==> src/rtl/load_store_queue_if.sv <==
// Dispatch, CDB-snoop and head-issue signal bundle for the load/store queue.
// The slave side is the queue; the master side is dispatch plus the memory unit.
interface load_store_queue_if #(
  parameter int DATA_W = 32,
  parameter int TAG_W  = 4
);
  logic              disp_valid_i;
  logic              disp_ready_o;
  logic              disp_load_i;
  logic [TAG_W-1:0]  disp_ld_tag_i;
  logic [TAG_W-1:0]  disp_base_tag_i;
  logic [DATA_W-1:0] disp_base_val_i;
  logic [DATA_W-1:0] disp_offset_i;
  logic [TAG_W-1:0]  disp_st_tag_i;
  logic [DATA_W-1:0] disp_st_val_i;
  logic [TAG_W-1:0]  cdb_tag_i;
  logic [DATA_W-1:0] cdb_data_i;
  logic              lsu_empty_o;
  logic              lsu_instr_ready_o;
  logic              lsu_load_o;
  logic [DATA_W-1:0] lsu_eff_addr_o;
  logic [DATA_W-1:0] lsu_st_data_o;
  logic [TAG_W-1:0]  lsu_ld_tag_o;
  logic              lsu_read_i;

  modport master (
    output disp_valid_i, disp_load_i, disp_ld_tag_i, disp_base_tag_i, disp_base_val_i,
           disp_offset_i, disp_st_tag_i, disp_st_val_i, cdb_tag_i, cdb_data_i, lsu_read_i,
    input  disp_ready_o, lsu_empty_o, lsu_instr_ready_o, lsu_load_o, lsu_eff_addr_o,
           lsu_st_data_o, lsu_ld_tag_o
  );

  modport slave (
    input  disp_valid_i, disp_load_i, disp_ld_tag_i, disp_base_tag_i, disp_base_val_i,
           disp_offset_i, disp_st_tag_i, disp_st_val_i, cdb_tag_i, cdb_data_i, lsu_read_i,
    output disp_ready_o, lsu_empty_o, lsu_instr_ready_o, lsu_load_o, lsu_eff_addr_o,
           lsu_st_data_o, lsu_ld_tag_o
  );
endinterface

==> src/rtl/load_store_queue.sv <==
// In-order load/store queue: holds memory ops until operands arrive via the CDB,
// then presents the head with its effective address to dmem_read_write_unit.
module load_store_queue #(
  parameter int DEPTH  = 4,
  parameter int DATA_W = 32,
  parameter int TAG_W  = 4
) (
  input  logic                     clk_i,
  input  logic                     reset_n_i,
  load_store_queue_if.slave        bus,
  output logic [$clog2(DEPTH):0]   count_o
);

  localparam int PTR_W = $clog2(DEPTH);
  localparam logic [TAG_W-1:0] NO_VAL = '0;
  localparam logic [PTR_W:0]   FULL   = (PTR_W+1)'(DEPTH);

  logic [DEPTH-1:0]  r_valid;
  logic              r_load     [DEPTH];
  logic [TAG_W-1:0]  r_ld_tag   [DEPTH];
  logic [TAG_W-1:0]  r_base_tag [DEPTH];
  logic [DATA_W-1:0] r_base_val [DEPTH];
  logic [DATA_W-1:0] r_offset   [DEPTH];
  logic [TAG_W-1:0]  r_st_tag   [DEPTH];
  logic [DATA_W-1:0] r_st_val   [DEPTH];
  logic [PTR_W-1:0]  r_head;
  logic [PTR_W-1:0]  r_tail;
  logic [PTR_W:0]    r_count;

  logic w_empty;
  logic w_disp_ready;
  logic w_head_ready;
  logic w_push;
  logic w_pop;
  logic w_cdb_live;

  // A tag that matches the live broadcast resolves to the broadcast value.
  function automatic logic [TAG_W-1:0] fwd_tag(input logic [TAG_W-1:0] tag,
                                               input logic [TAG_W-1:0] cdb);
    return (tag != NO_VAL && tag == cdb) ? NO_VAL : tag;
  endfunction

  function automatic logic [DATA_W-1:0] fwd_val(input logic [TAG_W-1:0]  tag,
                                                input logic [DATA_W-1:0] val,
                                                input logic [TAG_W-1:0]  cdb,
                                                input logic [DATA_W-1:0] data);
    return (tag != NO_VAL && tag == cdb) ? data : val;
  endfunction

  assign w_empty      = (r_count == '0);
  assign w_disp_ready = (r_count != FULL);
  assign w_head_ready = r_valid[r_head] && (r_base_tag[r_head] == NO_VAL) &&
                        (r_load[r_head] || (r_st_tag[r_head] == NO_VAL));
  assign w_push       = bus.disp_valid_i && w_disp_ready;
  assign w_pop        = bus.lsu_read_i && w_head_ready;
  assign w_cdb_live   = (bus.cdb_tag_i != NO_VAL);

  always_ff @(posedge clk_i or negedge reset_n_i) begin
    if (!reset_n_i) begin
      r_valid <= '0;
      r_head  <= '0;
      r_tail  <= '0;
      r_count <= '0;
    end else begin
      // Head and tail never coincide when both fire: a pop needs an entry, a push needs room.
      if (w_push) begin
        r_valid[r_tail] <= 1'b1;
        r_tail          <= r_tail + 1'b1;
      end
      if (w_pop) begin
        r_valid[r_head] <= 1'b0;
        r_head          <= r_head + 1'b1;
      end
      case ({w_push, w_pop})
        2'b10:   r_count <= r_count + 1'b1;
        2'b01:   r_count <= r_count - 1'b1;
        default: r_count <= r_count;
      endcase
    end
  end

  always_ff @(posedge clk_i) begin
    for (int i = 0; i < DEPTH; i++) begin
      if (w_push && r_tail == PTR_W'(i)) begin
        r_load[i]     <= bus.disp_load_i;
        r_ld_tag[i]   <= bus.disp_ld_tag_i;
        r_offset[i]   <= bus.disp_offset_i;
        r_base_tag[i] <= fwd_tag(bus.disp_base_tag_i, bus.cdb_tag_i);
        r_base_val[i] <= fwd_val(bus.disp_base_tag_i, bus.disp_base_val_i,
                                 bus.cdb_tag_i, bus.cdb_data_i);
        r_st_tag[i]   <= fwd_tag(bus.disp_st_tag_i, bus.cdb_tag_i);
        r_st_val[i]   <= fwd_val(bus.disp_st_tag_i, bus.disp_st_val_i,
                                 bus.cdb_tag_i, bus.cdb_data_i);
      end else if (r_valid[i] && w_cdb_live) begin
        if (r_base_tag[i] == bus.cdb_tag_i) begin
          r_base_tag[i] <= NO_VAL;
          r_base_val[i] <= bus.cdb_data_i;
        end
        if (r_st_tag[i] == bus.cdb_tag_i) begin
          r_st_tag[i] <= NO_VAL;
          r_st_val[i] <= bus.cdb_data_i;
        end
      end
    end
  end

  // Head fields are forced to neutral values whenever the queue is empty.
  assign bus.disp_ready_o      = w_disp_ready;
  assign bus.lsu_empty_o       = w_empty;
  assign bus.lsu_instr_ready_o = w_head_ready;
  assign bus.lsu_load_o        = w_empty ? 1'b0 : r_load[r_head];
  assign bus.lsu_eff_addr_o    = w_empty ? '0 : r_base_val[r_head] + r_offset[r_head];
  assign bus.lsu_st_data_o     = w_empty ? '0 : r_st_val[r_head];
  assign bus.lsu_ld_tag_o      = w_empty ? NO_VAL : r_ld_tag[r_head];
  assign count_o               = r_count;

endmodule

==> src/flat_wrapper.sv <==
// flat-port wrapper written by rule: the top's interface ports become plain ports
module load_store_queue_flat 
#(
  parameter int DEPTH  = 4,
  parameter int DATA_W = 32,
  parameter int TAG_W  = 4
)
  (clk_i, reset_n_i, count_o, bus_disp_valid_i, bus_disp_load_i, bus_disp_ld_tag_i, bus_disp_base_tag_i, bus_disp_base_val_i, bus_disp_offset_i, bus_disp_st_tag_i, bus_disp_st_val_i, bus_cdb_tag_i, bus_cdb_data_i, bus_lsu_read_i, bus_disp_ready_o, bus_lsu_empty_o, bus_lsu_instr_ready_o, bus_lsu_load_o, bus_lsu_eff_addr_o, bus_lsu_st_data_o, bus_lsu_ld_tag_o);
  load_store_queue_if #(.DATA_W(DATA_W), .TAG_W(TAG_W)) bus_i ();
  input  logic clk_i;
  input  logic reset_n_i;
  output logic [$clog2(DEPTH):0] count_o;
  input wire logic [$bits(bus_i.disp_valid_i)-1:0] bus_disp_valid_i;
  input wire logic [$bits(bus_i.disp_load_i)-1:0] bus_disp_load_i;
  input wire logic [$bits(bus_i.disp_ld_tag_i)-1:0] bus_disp_ld_tag_i;
  input wire logic [$bits(bus_i.disp_base_tag_i)-1:0] bus_disp_base_tag_i;
  input wire logic [$bits(bus_i.disp_base_val_i)-1:0] bus_disp_base_val_i;
  input wire logic [$bits(bus_i.disp_offset_i)-1:0] bus_disp_offset_i;
  input wire logic [$bits(bus_i.disp_st_tag_i)-1:0] bus_disp_st_tag_i;
  input wire logic [$bits(bus_i.disp_st_val_i)-1:0] bus_disp_st_val_i;
  input wire logic [$bits(bus_i.cdb_tag_i)-1:0] bus_cdb_tag_i;
  input wire logic [$bits(bus_i.cdb_data_i)-1:0] bus_cdb_data_i;
  input wire logic [$bits(bus_i.lsu_read_i)-1:0] bus_lsu_read_i;
  output wire logic [$bits(bus_i.disp_ready_o)-1:0] bus_disp_ready_o;
  output wire logic [$bits(bus_i.lsu_empty_o)-1:0] bus_lsu_empty_o;
  output wire logic [$bits(bus_i.lsu_instr_ready_o)-1:0] bus_lsu_instr_ready_o;
  output wire logic [$bits(bus_i.lsu_load_o)-1:0] bus_lsu_load_o;
  output wire logic [$bits(bus_i.lsu_eff_addr_o)-1:0] bus_lsu_eff_addr_o;
  output wire logic [$bits(bus_i.lsu_st_data_o)-1:0] bus_lsu_st_data_o;
  output wire logic [$bits(bus_i.lsu_ld_tag_o)-1:0] bus_lsu_ld_tag_o;
  assign bus_i.disp_valid_i = bus_disp_valid_i;
  assign bus_i.disp_load_i = bus_disp_load_i;
  assign bus_i.disp_ld_tag_i = bus_disp_ld_tag_i;
  assign bus_i.disp_base_tag_i = bus_disp_base_tag_i;
  assign bus_i.disp_base_val_i = bus_disp_base_val_i;
  assign bus_i.disp_offset_i = bus_disp_offset_i;
  assign bus_i.disp_st_tag_i = bus_disp_st_tag_i;
  assign bus_i.disp_st_val_i = bus_disp_st_val_i;
  assign bus_i.cdb_tag_i = bus_cdb_tag_i;
  assign bus_i.cdb_data_i = bus_cdb_data_i;
  assign bus_i.lsu_read_i = bus_lsu_read_i;
  assign bus_disp_ready_o = bus_i.disp_ready_o;
  assign bus_lsu_empty_o = bus_i.lsu_empty_o;
  assign bus_lsu_instr_ready_o = bus_i.lsu_instr_ready_o;
  assign bus_lsu_load_o = bus_i.lsu_load_o;
  assign bus_lsu_eff_addr_o = bus_i.lsu_eff_addr_o;
  assign bus_lsu_st_data_o = bus_i.lsu_st_data_o;
  assign bus_lsu_ld_tag_o = bus_i.lsu_ld_tag_o;
  load_store_queue #(.DEPTH(DEPTH), .DATA_W(DATA_W), .TAG_W(TAG_W)) u_core (.clk_i(clk_i), .reset_n_i(reset_n_i), .bus(bus_i), .count_o(count_o));
endmodule
==> config.mk <==
export PLATFORM = sky130hd
export DESIGN_NAME = load_store_queue_flat
export DESIGN_NICKNAME = d
export VERILOG_FILES = /design/src/rtl/load_store_queue_if.sv /design/src/rtl/load_store_queue.sv /design/src/flat_wrapper.sv
export SDC_FILE = /design/constraint.sdc
export NUM_CORES = 1
export LEC_CHECK = 0
export CAP_MARGIN = 20
export CELL_PAD_IN_SITES_DETAIL_PLACEMENT = 0
export CELL_PAD_IN_SITES_GLOBAL_PLACEMENT = 1
export CORE_MARGIN = 2
export CORE_UTILIZATION = 59
export DETAILED_ROUTE_END_ITERATION = 7
export DONT_BUFFER_PORTS = 1
export MAX_ROUTING_LAYER = met4
export PLACE_DENSITY_LB_ADDON = 0.1
export SYNTH_ARGS = -nofsm -noshare
export SYNTH_HDL_FRONTEND = slang
export SYNTH_SLANG_ARGS = --single-unit
==> constraint.sdc <==
create_clock -name clk_i -period 7.8 [get_ports clk_i]
set_clock_uncertainty 0.15 [all_clocks]
set_input_delay 1.56 -clock clk_i [delete_from_list [all_inputs] [get_ports clk_i]]
set_output_delay 1.56 -clock clk_i [all_outputs]
set_load 0.005 [all_outputs]
; ---- Word level (Yosys, flattened, before mapping)
; Memory sizes are Yosys's and may differ from the RTL's.
; Index checks and enable logic that the tools add are counted.
[totals]
mem_bits_rw = 436
in_bits = 149
out_inout_bits = 75
word_cells = 189
mem_count = 7
ff_bits = 11
[memory_table]
columns = memory, words, width, rd, rd_clocked_by_memory_dff, wr, line_no
row1 = u_core.r_base_val, 4, 32, 1, 0, 4, load_store_queue.sv:22  ; logic [DATA_W-1:0] r_base_val [DEPTH];
row2 = u_core.r_offset, 4, 32, 1, 0, 1, load_store_queue.sv:23  ; logic [DATA_W-1:0] r_offset [DEPTH];
row3 = u_core.r_st_val, 4, 32, 1, 0, 4, load_store_queue.sv:25  ; logic [DATA_W-1:0] r_st_val [DEPTH];
row4 = u_core.r_base_tag, 4, 4, 5, 0, 4, load_store_queue.sv:21  ; logic [TAG_W-1:0] r_base_tag [DEPTH];
row5 = u_core.r_ld_tag, 4, 4, 1, 0, 1, load_store_queue.sv:20  ; logic [TAG_W-1:0] r_ld_tag [DEPTH];
row6 = u_core.r_st_tag, 4, 4, 5, 0, 4, load_store_queue.sv:24  ; logic [TAG_W-1:0] r_st_tag [DEPTH];
row7 = +1 memories, --, --, --, --, --, --
[classes]
muxes = 100
n_reduce_logical = 34
order_cmp = 4
eq_ne = 16
n_addsub = 5
bitwise_logic = 19
[ops]
columns = cell, count
row1 = $mux W32, 15
row2 = $reduce_or A32 Y1, 3
row3 = $mux W4, 16
row4 = $mux W1, 56
row5 = $eq A4 B4 Y1, 10
row6 = $add A32 B32 Y32, 1
row7 = $mux W2, 9
row8 = $logic_and A1 B1 Y1, 16
row9 = $or A1 B1 Y1, 16
row10 = $reduce_bool A4 Y1, 3
row11 = $reduce_or A4 Y1, 3
row12 = $logic_not A4 Y1, 2
row13 = $eq A2 B2 Y1 const B, 3
row14 = $lt A2 B3 Y1 const B, 2
row15 = $pmux W3 S2, 1
row16 = $add A2 B1 Y2 const B, 2
row17 = $and A4 B4 Y4, 1
row18 = $demux W1 S2, 2
row19 = $eq A2 B1 Y1 const B, 2
row20 = $ge A2 B1 Y1 const B, 2
row21 = $not A4 Y4, 1
row22 = $or A4 B4 Y4, 1
row23 = $add A3 B1 Y3 const B, 1
row24 = $logic_not A3 Y1, 1
row25 = 7 further kinds, 9

; ---- Depth between registers and ports, before layout
; Gate-level depths: netlist of run 1.
[logic_depth]
word_depth = 9
mapped_depth = 13
depth_no_buf = 11

; ---- Worst setup path before layout of run 1
; Ideal clock, no wire load.
[synth_timing]
path_type = register to output
startpoint = register u_core.r_head[0]
endpoint = output port bus_lsu_eff_addr_o[28]
path_buffers = 2
required_ps = 6090
arrival_time_ps = 3805
setup_slack_ps = 2285
stages_incl_launch_ff = 14
path_cell_list = dfrtp_1 clkbuf_1 buf_1 mux4_2 ha_1 inv_1 fa_1 and2b_1 o31a_1 o21ai_1 o221a_4 or4_4 and3_4 nor3_2
[synth_between]
elab_chain_len = 3
elab_cells_between_ends = 4
cone_classes = add/sub (1) / mux (1) / memory (2)
[synth_lines]
columns = element, line_no
row1 = start: declaration, load_store_queue.sv:26  ; logic [PTR_W-1:0] r_head;
row2 = start signal: assignment, load_store_queue.sv:72  ; r_head <= r_head + 1'b1;
row3 = $mem_v2 Z4 W32 (on tied branches), --
row4 = $add A32 B32 Y32 (*), load_store_queue.sv:112  ; assign bus.lsu_eff_addr_o = w_empty ? '0 : r_base_val[r_head] + r_offset[r_head];
row5 = $mux W32 (*), load_store_queue.sv:112
row6 = end: declaration, flat_wrapper.sv:28  ; output wire logic [$bits(bus_i.lsu_eff_addr_o)-1:0] bus_lsu_eff_addr_o;
; Every way passes the cells marked *; elsewhere a longest branch is shown, timed or not.

; ---- Final worst setup path of run 1
; Ends and elaborated chain as after synthesis.

==> impl_metrics.tcl, run 1 <==
set metrics [dict create \
    antenna_found_initial 0 \
    clock_latency_ps 580 \
    finalCriticalPeriod_ps 6330 \
    place_hpwl_um 33400 \
    grt_setup_unrepaired "no" \
    synth_largest_area_cell "edfxtp_1" \
    clockRootBuffer "clkbuf_16" \
    drv_slew 0 \
    via_count 11900 \
    synth.yosys.warnings 0 \
    synthArstFlopShare 0.0246 \
    grtUsageTotal 0.281 \
    worstPathMaxFanout 44 \
    htreeDepth 2 \
    portBuffers 0 \
    ys_types 60 \
    dr.pass1.iters 5 \
    final_layout_size_suffix_gt1_frac 0.223 \
    worstHoldStart "u_core.r_base_tag[2][0]" \
    die_w_um 198 \
    drv_cap 0 \
    peakVddDrop_mv 0.220 \
    die-area_mm2 0.0391 \
    dieHeight_um 198 \
    mappedNetlistNets 1554 \
    status "finished clean" \
    crit_start "u_core.r_head[0]" \
    worst_slew_pin_slew_ps 1120 \
    worstSetupStartpointType "register" \
    fin_crit_sh 0.811 \
    synth_area_mm2 0.0222 \
    avgRoutedWirePerCell_um 27.8 \
    syn_inst 1363 \
    seq_area_frac_synth 0.599 \
    endpoint_kind "output pin" \
    grt_overflow 0 \
    core_mm2 0.0368 \
    synth_commonest_cells "428 x edfxtp_1, 159 x mux2_1, 100 x mux4_2, 97 x mux2_2, 50 x nor2_1" \
    post_cts_buffers 0 \
    cp.required_ps 6090 \
    place_ws_ps 2000 \
    ctsHoldBuffers 0 \
    grt_max_degree 56 \
    cts_made_buffers 46 \
    synth_edf_count 428 \
    io_pins 224 \
    initial_core_util 0.603 \
    gp_congestion 0.861 \
    clock_path_buffers 3 \
    remaining_drc_errors 0 \
    max_slew_margin 0.254 \
    fin_hold_ws_ps 394 \
    finalWorstSetupSlack_ps 1470 \
    grt_pass1_wl_um 77300 \
    leakage_uw 0.00810 \
    finalSetupTns_ps 0 \
    drt_wl_total_um 52000 \
    r2r_start "u_core.r_head[0]" \
    fp-row-count 70 \
    worstPathArrival_ps 4620 \
    area_delta_synth_final_pct 8.71 \
    synth-seq-cells 447 \
    avgSynthCellArea_um2 16.3 \
    clk_pin_slew_worst_paths_ps 60 \
    first_global_vias 12500 \
    clkSinkCount 447 \
    ant_nets 0 \
    hold_viol 0 \
    min_path_type "register to register" \
    power_density_mw_per_mm2 429 \
    synth_flop_cell "edfxtp_1" \
    cts_resized 0 \
    nNetsFinal 1553 \
    yosys-top-cells-area "edfxtp_1 58%, mux4_2 10%, mux2_1 8.1%" \
    first_iter_violations 883 \
    timing.fmax_mhz 158 \
    netlist.area_leader.share 0.580 \
    vias_per_cell 6.37 \
    setup_viol 0 \
    synth_most_common_cell "edfxtp_1" \
    postLayoutCoreUtil 0.655 \
    cts_tree "yes" \
    critical_path_class "register to output pin" \
]
[logic make-up (layout without fill, tap and decap cells)]
family / count (synthesis) / after routing / synth area share
other: 0 / 6 / 0
muxes: 356 / 356 / 0.232
and+or+nand+nor: 226 / 226 / 0.0544
AOI/OAI and AO/OA: 126 / 126 / 0.0424
DFF: 447 / 447 / 0.599
xor gates and xnor gates: 72 / 72 / 0.0284
adders and majority gates: 42 / 42 / 0.0244
buffers and inverters: 94 / 128 / 0.0192
[stage by stage]
| stage | cells | area, um2 | total power [uW] |
|---|---|---|---|
| after floorplan | 1363 | 22200 | 7080 |
| after global placement | 1781 | 22600 | 8240 |
| after detailed placement | 1781 | 22600 | 8290 |
| after CTS | 1864 | 24100 | 10400 |
| after global routing | 1865 | 24100 | 10900 |
| final | 1871 | 24100 | 10300 |
[worst max-delay path, cell delays in order (launching register included)]
cell and delay (ps):
dfrtp_4 980, buf_4 340, mux4_2 530, ha_1 440, nand4_1 170, or3_1 390, o221a_4 260, or4_4 540
and3_4 200, nor3_2 170
[power by group]
group / total (uW) / switching (uW) / internal [uW]
clock: 2100 / 911 / 1190
combinational: 4570 / 2690 / 1870
sequential: 3660 / 309 / 3350
total: 10300 / 3910 / 6410
[cell usage in the layout (no fill, tap or decap), types with 11 or more instances in the layout]
master     netlist  layout
mux2_2          97      97
buf_4           10      24
clkbuf_1        29      12
clkbuf_16        0      46
nor2b_1         41      41
nor2_1          50      50
nand3_1         11      11
nand2_1         46      43
and2_1          26      26
edfxtp_1       428     428
nor4_1          13      13
a21oi_1         36      34
mux2_1         159     159
ha_1            40      40
inv_1           19      15
xnor2_1         26      26
mux4_2         100     100
clkinv_1         0      11
xor2_1          46      46
o21ai_0         20      20
[cell type report]
type,instances,area [um2]
antenna,6,15.0
clock buffer,58,1200
clock inverter,25,220
fill,2630,12700
inverter,20,75.1
multi-input combinational,822,8510
sequential,447,13300
tap,468,586
timing repair buffer,25,200
[layer usage]
metal | global-route usage | vias up | part of all wire
met5 | - | - | 0
met4 | 0.0738 | 0 | 0.018
met3 | 0.0886 | 65 | 0.088
met2 | 0.435 | 361 | 0.48
met1 | 0.364 | 6115 | 0.42
li1 | - | 5383 | -
[registers in the layout, summed over array words and instances, names as in the netlist]
name               count
u_core.r_base_tag     16
u_core.r_head          2
u_core.count_o         3
u_core.r_ld_tag       16
u_core.r_valid         4
u_core.r_st_val      128
u_core.r_st_tag       16
u_core.r_load          4
u_core.r_base_val    128
u_core.r_tail          2
u_core.r_offset      128
[path summary, 6_finish.rpt]
kind	endpoint	cells past startpoint	slack [ps]
setup / recovery	bus_lsu_eff_addr_o[28]	9	1470
setup reg to reg	u_core.count_o[2]	11	3710
max in group asynchronous	u_core.r_head[0]	0	6900
min in group asynchronous	u_core.r_head[1]	0	530
hold / removal	u_core.r_base_tag[2][0]	1	390
hold reg to reg	u_core.r_base_tag[2][0]	1	390
Power figures use the tool's default switching activity.
==> run 2: changes to the inputs <==
- CORE_UTILIZATION: 59 -> 49
- clock period: 7.8 -> 5.6 ns (I/O delays scaled with it)
==> impl_metrics.tcl, run 2 (synthesis gave the netlist of run 1 again) <==
set metrics [dict create \
    htreeDepth 2 \
    place_hpwl_um 35900 \
    portBuffers 0 \
    clockPowerShare 0.216 \
    finalWorstSetupSlack_ps 148 \
    initial_core_util 0.499 \
    nNetsFinal 1564 \
    crit_slowest_cell "dfrtp_4" \
    vias_per_cell 6.01 \
    peakVddDrop_mv 0.390 \
    r2r_start "u_core.r_head[0]" \
    cp_cell_sequence "mux4_2 > ha_1 > inv_1 > fa_1 > and2b_1 > o31a_1 > o21ai_2 > o221a_4 > or4_4 > and3_4 > nor3_2" \
    fin_hold_ws_ps 59.1 \
    io_pins 224 \
    final_common_cell "edfxtp_1" \
    fin_crit_sh 0.974 \
    internal-power_uw 9260 \
    clkSinkCount 447 \
    via_count 12000 \
    seq_area_mm2 0.0133 \
    cts_tree "yes" \
    first_iter_violations 875 \
    cpPeakStageDelay_ps 570 \
    critical-path-top-delay-family "simple AND/OR/NAND/NOR gates" \
    final_layout_size_suffix_gt1_frac 0.236 \
    grt_pass1_wl_um 82600 \
    area_delta_synth_final_pct 10.8 \
    min_path_type "input port to asynchronous set/reset pin" \
    leakage_uw 0.00826 \
    drv_slew 0 \
    die_w_um 217 \
    power_density_mw_per_mm2 608 \
    top_regs "u_core.r_base_val: 128 flops, u_core.r_offset: 128 flops, u_core.r_st_val: 128 flops" \
    grt_overflow 0 \
    multi_input_area_mm2 0.00853 \
    critPathBufInv 1 \
    mostFrequentLayoutCells "428 x edfxtp_1, 159 x mux2_1, 100 x mux4_2" \
    rrSetupSlack_ps 1710 \
    dr.pass1.iters 5 \
    reg2regPathDepth 13 \
    finalSetupTns_ps 0 \
    cts_made_buffers 49 \
    ant_nets 0 \
    combPwrFrac 0.452 \
    grt_setup_unrepaired "no" \
    clock_latency_ps 600 \
    first_global_vias 12900 \
    grt_max_degree 71 \
    num_antenna_cells 0 \
    worstSetupStartpointType "register" \
    endpoint_kind "output pin" \
    grtUsageTotal 0.246 \
    swShare 0.381 \
    avgRoutedWirePerCell_um 27.4 \
    gp_congestion 0.826 \
    dieHeight_um 217 \
    setup_viol 0 \
    status "finished clean" \
    critical_path_class "register to output pin" \
    fp-row-count 77 \
    fill_cells 3591 \
    worstPathArrival_ps 4180 \
    finalCriticalPeriod_ps 5450 \
    p_switching_uw 5690 \
    antenna_found_initial 3 \
    worst_slew_pin_slew_ps 1080 \
    die-area_mm2 0.0470 \
    seqPwrFrac 0.332 \
    final_cells 2005 \
    worstPathMaxFanout 10 \
    drt_wl_total_um 55000 \
    finalPower_uw 14900 \
    dp.cells 1906 \
    clk_pin_slew_worst_paths_ps 60 \
    max_slew_margin 0.274 \
    cp.required_ps 4330 \
    core_mm2 0.0444 \
    clock_path_buffers 3 \
    clockRootBuffer "clkbuf_16" \
    ctsHoldBuffers 0 \
    remaining_drc_errors 0 \
    hold_viol 0 \
    place_ws_ps 582 \
    drv_cap 0 \
    timing.fmax_mhz 183 \
    worst_r2r_endpoint "u_core.count_o[2]" \
]
## run 2: worst max path at each step
stage	endpoint	slack, ps	cells past startpoint	from
3_5_place_dp	bus_lsu_eff_addr_o[28]	580	9	u_core.r_head[0]
5_1_grt	bus_lsu_eff_addr_o[30]	7	11	u_core.r_head[0]
4_1_cts	bus_lsu_eff_addr_o[28]	40	11	u_core.r_head[0]
6_report	bus_lsu_eff_addr_o[28]	150	11	u_core.r_head[0]
2_1_floorplan	bus_lsu_eff_addr_o[28]	520	13	u_core.r_head[0]
3_3_place_gp	bus_lsu_eff_addr_o[28]	590	9	u_core.r_head[0]
## run 2: cell type report
cell class	count	share of cell area
Sequential cell	447	0.541
Clock inverter	22	0.00922
Tap cell	592	0.0302
Multi-Input combinational cell	822	0.347
Inverter	20	0.00306
Timing Repair Buffer	33	0.0133
Clock buffer	69	0.0558
## run 2: what timing repair did
action,4_1_cts,5_1_grt
gates resized for setup,0,5
endpoints found under the setup margin,2,3
setup buffers,4,0
pin swaps,0,0
## run 2: stage by stage
step	cell area [um2]	util
after floorplan	22200	-
after global placement	22800	0.514
after detailed placement	22800	0.514
after CTS	24500	0.551
after global routing	24600	0.553
final	24600	0.553
## run 2: layer usage
layer | wire, um | track usage | up-vias
met5 | 0 | - | -
met4 | 757 | 0.0564 | 0
met3 | 4310 | 0.0657 | 53
met2 | 26100 | 0.387 | 330
met1 | 23800 | 0.322 | 6238
li1 | - | - | 5423
## run 2: power groups by stage
stage	clock network [uW]	registers [uW]	logic, uW
after floorplan	0	4890	4970
after global placement	0	5040	6670
after detailed placement	0	5060	6690
after CTS	3280	4980	6760
after global routing	3410	5040	7430
final	3220	4970	6750
==> run 3: changes to the inputs <==
- ABC_AREA: unset -> 1
- ABC_CLOCK_PERIOD_IN_PS: unset -> 5600
- CORE_UTILIZATION: 49 -> 45
==> impl_metrics.tcl, run 3 <==
set metrics [dict create \
    clockRootBuffer "clkbuf_16" \
    clkSinkCount 447 \
    synthArstFlopShare 0.0246 \
    grt_setup_unrepaired "no" \
    drt_wl_total_um 75000 \
    clock_path_buffers 3 \
    synth-seq-cells 447 \
    reg2regPathDepth 15 \
    nNetsFinal 2845 \
    avgRoutedWirePerCell_um 22.1 \
    synth_edf_count 428 \
    post_cts_buffers 0 \
    place_area_mm2 0.0248 \
    area_delta_synth_final_pct 8.41 \
    io_pins 224 \
    hold_viol 0 \
    drv_slew 0 \
    crit_start "u_core.r_head[0]" \
    worst_r2r_endpoint "u_core.count_o[2]" \
    cts_tree "yes" \
    die_w_um 236 \
    remaining_drc_errors 0 \
    setup_viol 0 \
    synth_commonest_cells "429 x o21ai_0, 428 x edfxtp_1, 372 x nor2_1, 324 x nand2_1, 296 x nand3_1" \
    fp-row-count 85 \
    status "finished clean" \
    worstSetupStartpointType "register" \
    die-area_mm2 0.0557 \
    leakage_uw 0.0106 \
    syn_inst 2718 \
    finalPower_uw 15900 \
    yosys-top-cells-area "edfxtp_1 53%, o21ai_0 8.9%, nand3_1 6.1%" \
    synth.yosys.warnings 0 \
    dieHeight_um 236 \
    final_common_cell "o21ai_0" \
    r2r_start "u_core.r_head[0]" \
    ys_types 39 \
    netlist.area_leader.share 0.531 \
    worstPathMaxFanout 75 \
    vias_per_cell 5.78 \
    finalCriticalPeriod_ps 5310 \
    grt_max_degree 79 \
    seq_area_frac_synth 0.549 \
    via_count 19600 \
    cts_made_buffers 47 \
    top_regs "u_core.r_base_val: 128 flops, u_core.r_offset: 128 flops, u_core.r_st_val: 128 flops" \
    clk_pin_slew_worst_paths_ps 60 \
    min_path_type "input port to asynchronous set/reset pin" \
    final_layout_size_suffix_gt1_frac 0.0643 \
    avgSynthCellArea_um2 8.91 \
    first_iter_violations 1568 \
    design_area_mm2 0.0263 \
    crit_top_cell "nand2_1" \
    first_global_vias 18700 \
    cp.required_ps 4330 \
    cts_resized 0 \
    crit_slowest_cell "dfrtp_4" \
    clock_latency_ps 580 \
    gp_congestion 0.881 \
    finalWorstSetupSlack_ps 289 \
    synth_flop_cell "edfxtp_1" \
    synth_area_mm2 0.0242 \
    ant_nets 0 \
    peakVddDrop_mv 0.220 \
    core_mm2 0.0535 \
    power_density_mw_per_mm2 604 \
    finalSetupTns_ps 0 \
    grtUsageTotal 0.273 \
    cpPeakStageDelay_ps 680 \
    antenna_found_initial 3 \
    place_ws_ps 875 \
    endpoint_kind "output pin" \
    synth_largest_area_cell "edfxtp_1" \
    grt_pass1_wl_um 112000 \
    synth_most_common_cell "o21ai_0" \
    mostFrequentLayoutCells "429 x o21ai_0, 428 x edfxtp_1, 372 x nor2_1" \
    initial_core_util 0.453 \
    max_slew_margin 0.283 \
    endpoint "bus_lsu_eff_addr_o[24]" \
    rrSetupSlack_ps 1510 \
    ctsHoldBuffers 0 \
    place_hpwl_um 49400 \
    htreeDepth 2 \
    dr.pass1.iters 6 \
    worstPathArrival_ps 4040 \
    grt_overflow 0 \
    fin_crit_sh 0.948 \
    drv_cap 0 \
    worst_slew_pin_slew_ps 1080 \
    cp_cell_sequence "inv_6 > buf_4 > o21ai_0 > o22ai_1 > ha_1 > nand2_1 > nor2_1 > inv_1 > o21bai_1 > nand2_1 > nand4_1 > nand2_1 > nor2_1" \
    critical_path_class "register to output pin" \
    timing.fmax_mhz 188 \
    mappedNetlistNets 2909 \
    portBuffers 0 \
]
-- run 3: cell types whose count changed after synthesis, sizes merged, moves of 22 or more --
cell	previous run	this run
a21oi	36	93
and2	26	4
buf	45	87
clkbuf	29	70
inv	20	253
mux2	256	0
mux4	100	0
nand2	47	359
nand3	11	301
nand4	9	84
nor2	50	374
nor2b	41	0
o21ai	22	467
o22ai	0	70
-- run 3: final cells by class --
cell class,instances,area [um2]
Antenna cell,2,5.00
Clock buffer,61,1280
Clock inverter,24,186
Fill cell,4997,27200
Inverter,253,956
Multi-Input combinational cell,1861,9310
Sequential cell,447,13300
Tap cell,696,871
Timing Repair Buffer,44,359
-- run 3: logic make-up (layout without fill, tap and decap cells) --
kind of cell,Yosys count,in the layout,share of synthesized area
AOI/OAI and AO/OA,639,639,0.137
xor gates and xnor gates,39,39,0.0141
adders and majority gates,42,42,0.0223
buffers and inverters,410,382,0.0685
DFF,447,447,0.549
other,0,2,0
and+or+nand+nor,1141,1141,0.209
-- run 3: report_power, final --
group | internal, uW | switching [uW] | leakage, uW
registers | 4710 | 309 | 0.00413
logic | 2210 | 5610 | 0.00573
clock network | 1740 | 1290 | 0.000715
-- run 3: per-stage QoR --
step	cells	hold slack, ps	util
floorplan	2718	333	-
global placement	3300	348	0.463
finish	3388	76.5	0.491
CTS	3386	41.5	0.491
detailed placement	3301	357	0.463
global route	3388	46.5	0.491
-- run 3: worst max-delay path: cells and delay by family, from the launching register on --
kind	cells	cell delay, ps
DFF	1	680
buffers and inverters	3	900
adders and majority gates	1	330
and+or+nand+nor	6	890
AOI/OAI and AO/OA	3	630
-- run 3: worst min path at each step --
stage / start / endpoint / slack [ps] / cells after the start
2_1_floorplan: u_core.r_base_tag[2][1] / u_core.r_base_tag[2][1] / 330 / 2
3_3_place_gp: u_core.r_base_tag[2][1] / u_core.r_base_tag[2][1] / 350 / 2
3_5_place_dp: u_core.r_base_tag[2][1] / u_core.r_base_tag[2][1] / 360 / 2
4_1_cts: reset_n_i / u_core.count_o[2] / 40 / 0
5_1_grt: reset_n_i / u_core.r_tail[1] / 50 / 0
6_report: reset_n_i / u_core.count_o[2] / 80 / 0
-- run 3: routing by layer --
metal  vias to the layer above  GRT usage  share of wire
met1                      9346      0.337           0.42
met3                       135     0.0653          0.078
met5                         -          -              0
met2                       708      0.443           0.47
met4                         0     0.0907          0.032
li1                       9377          -              -
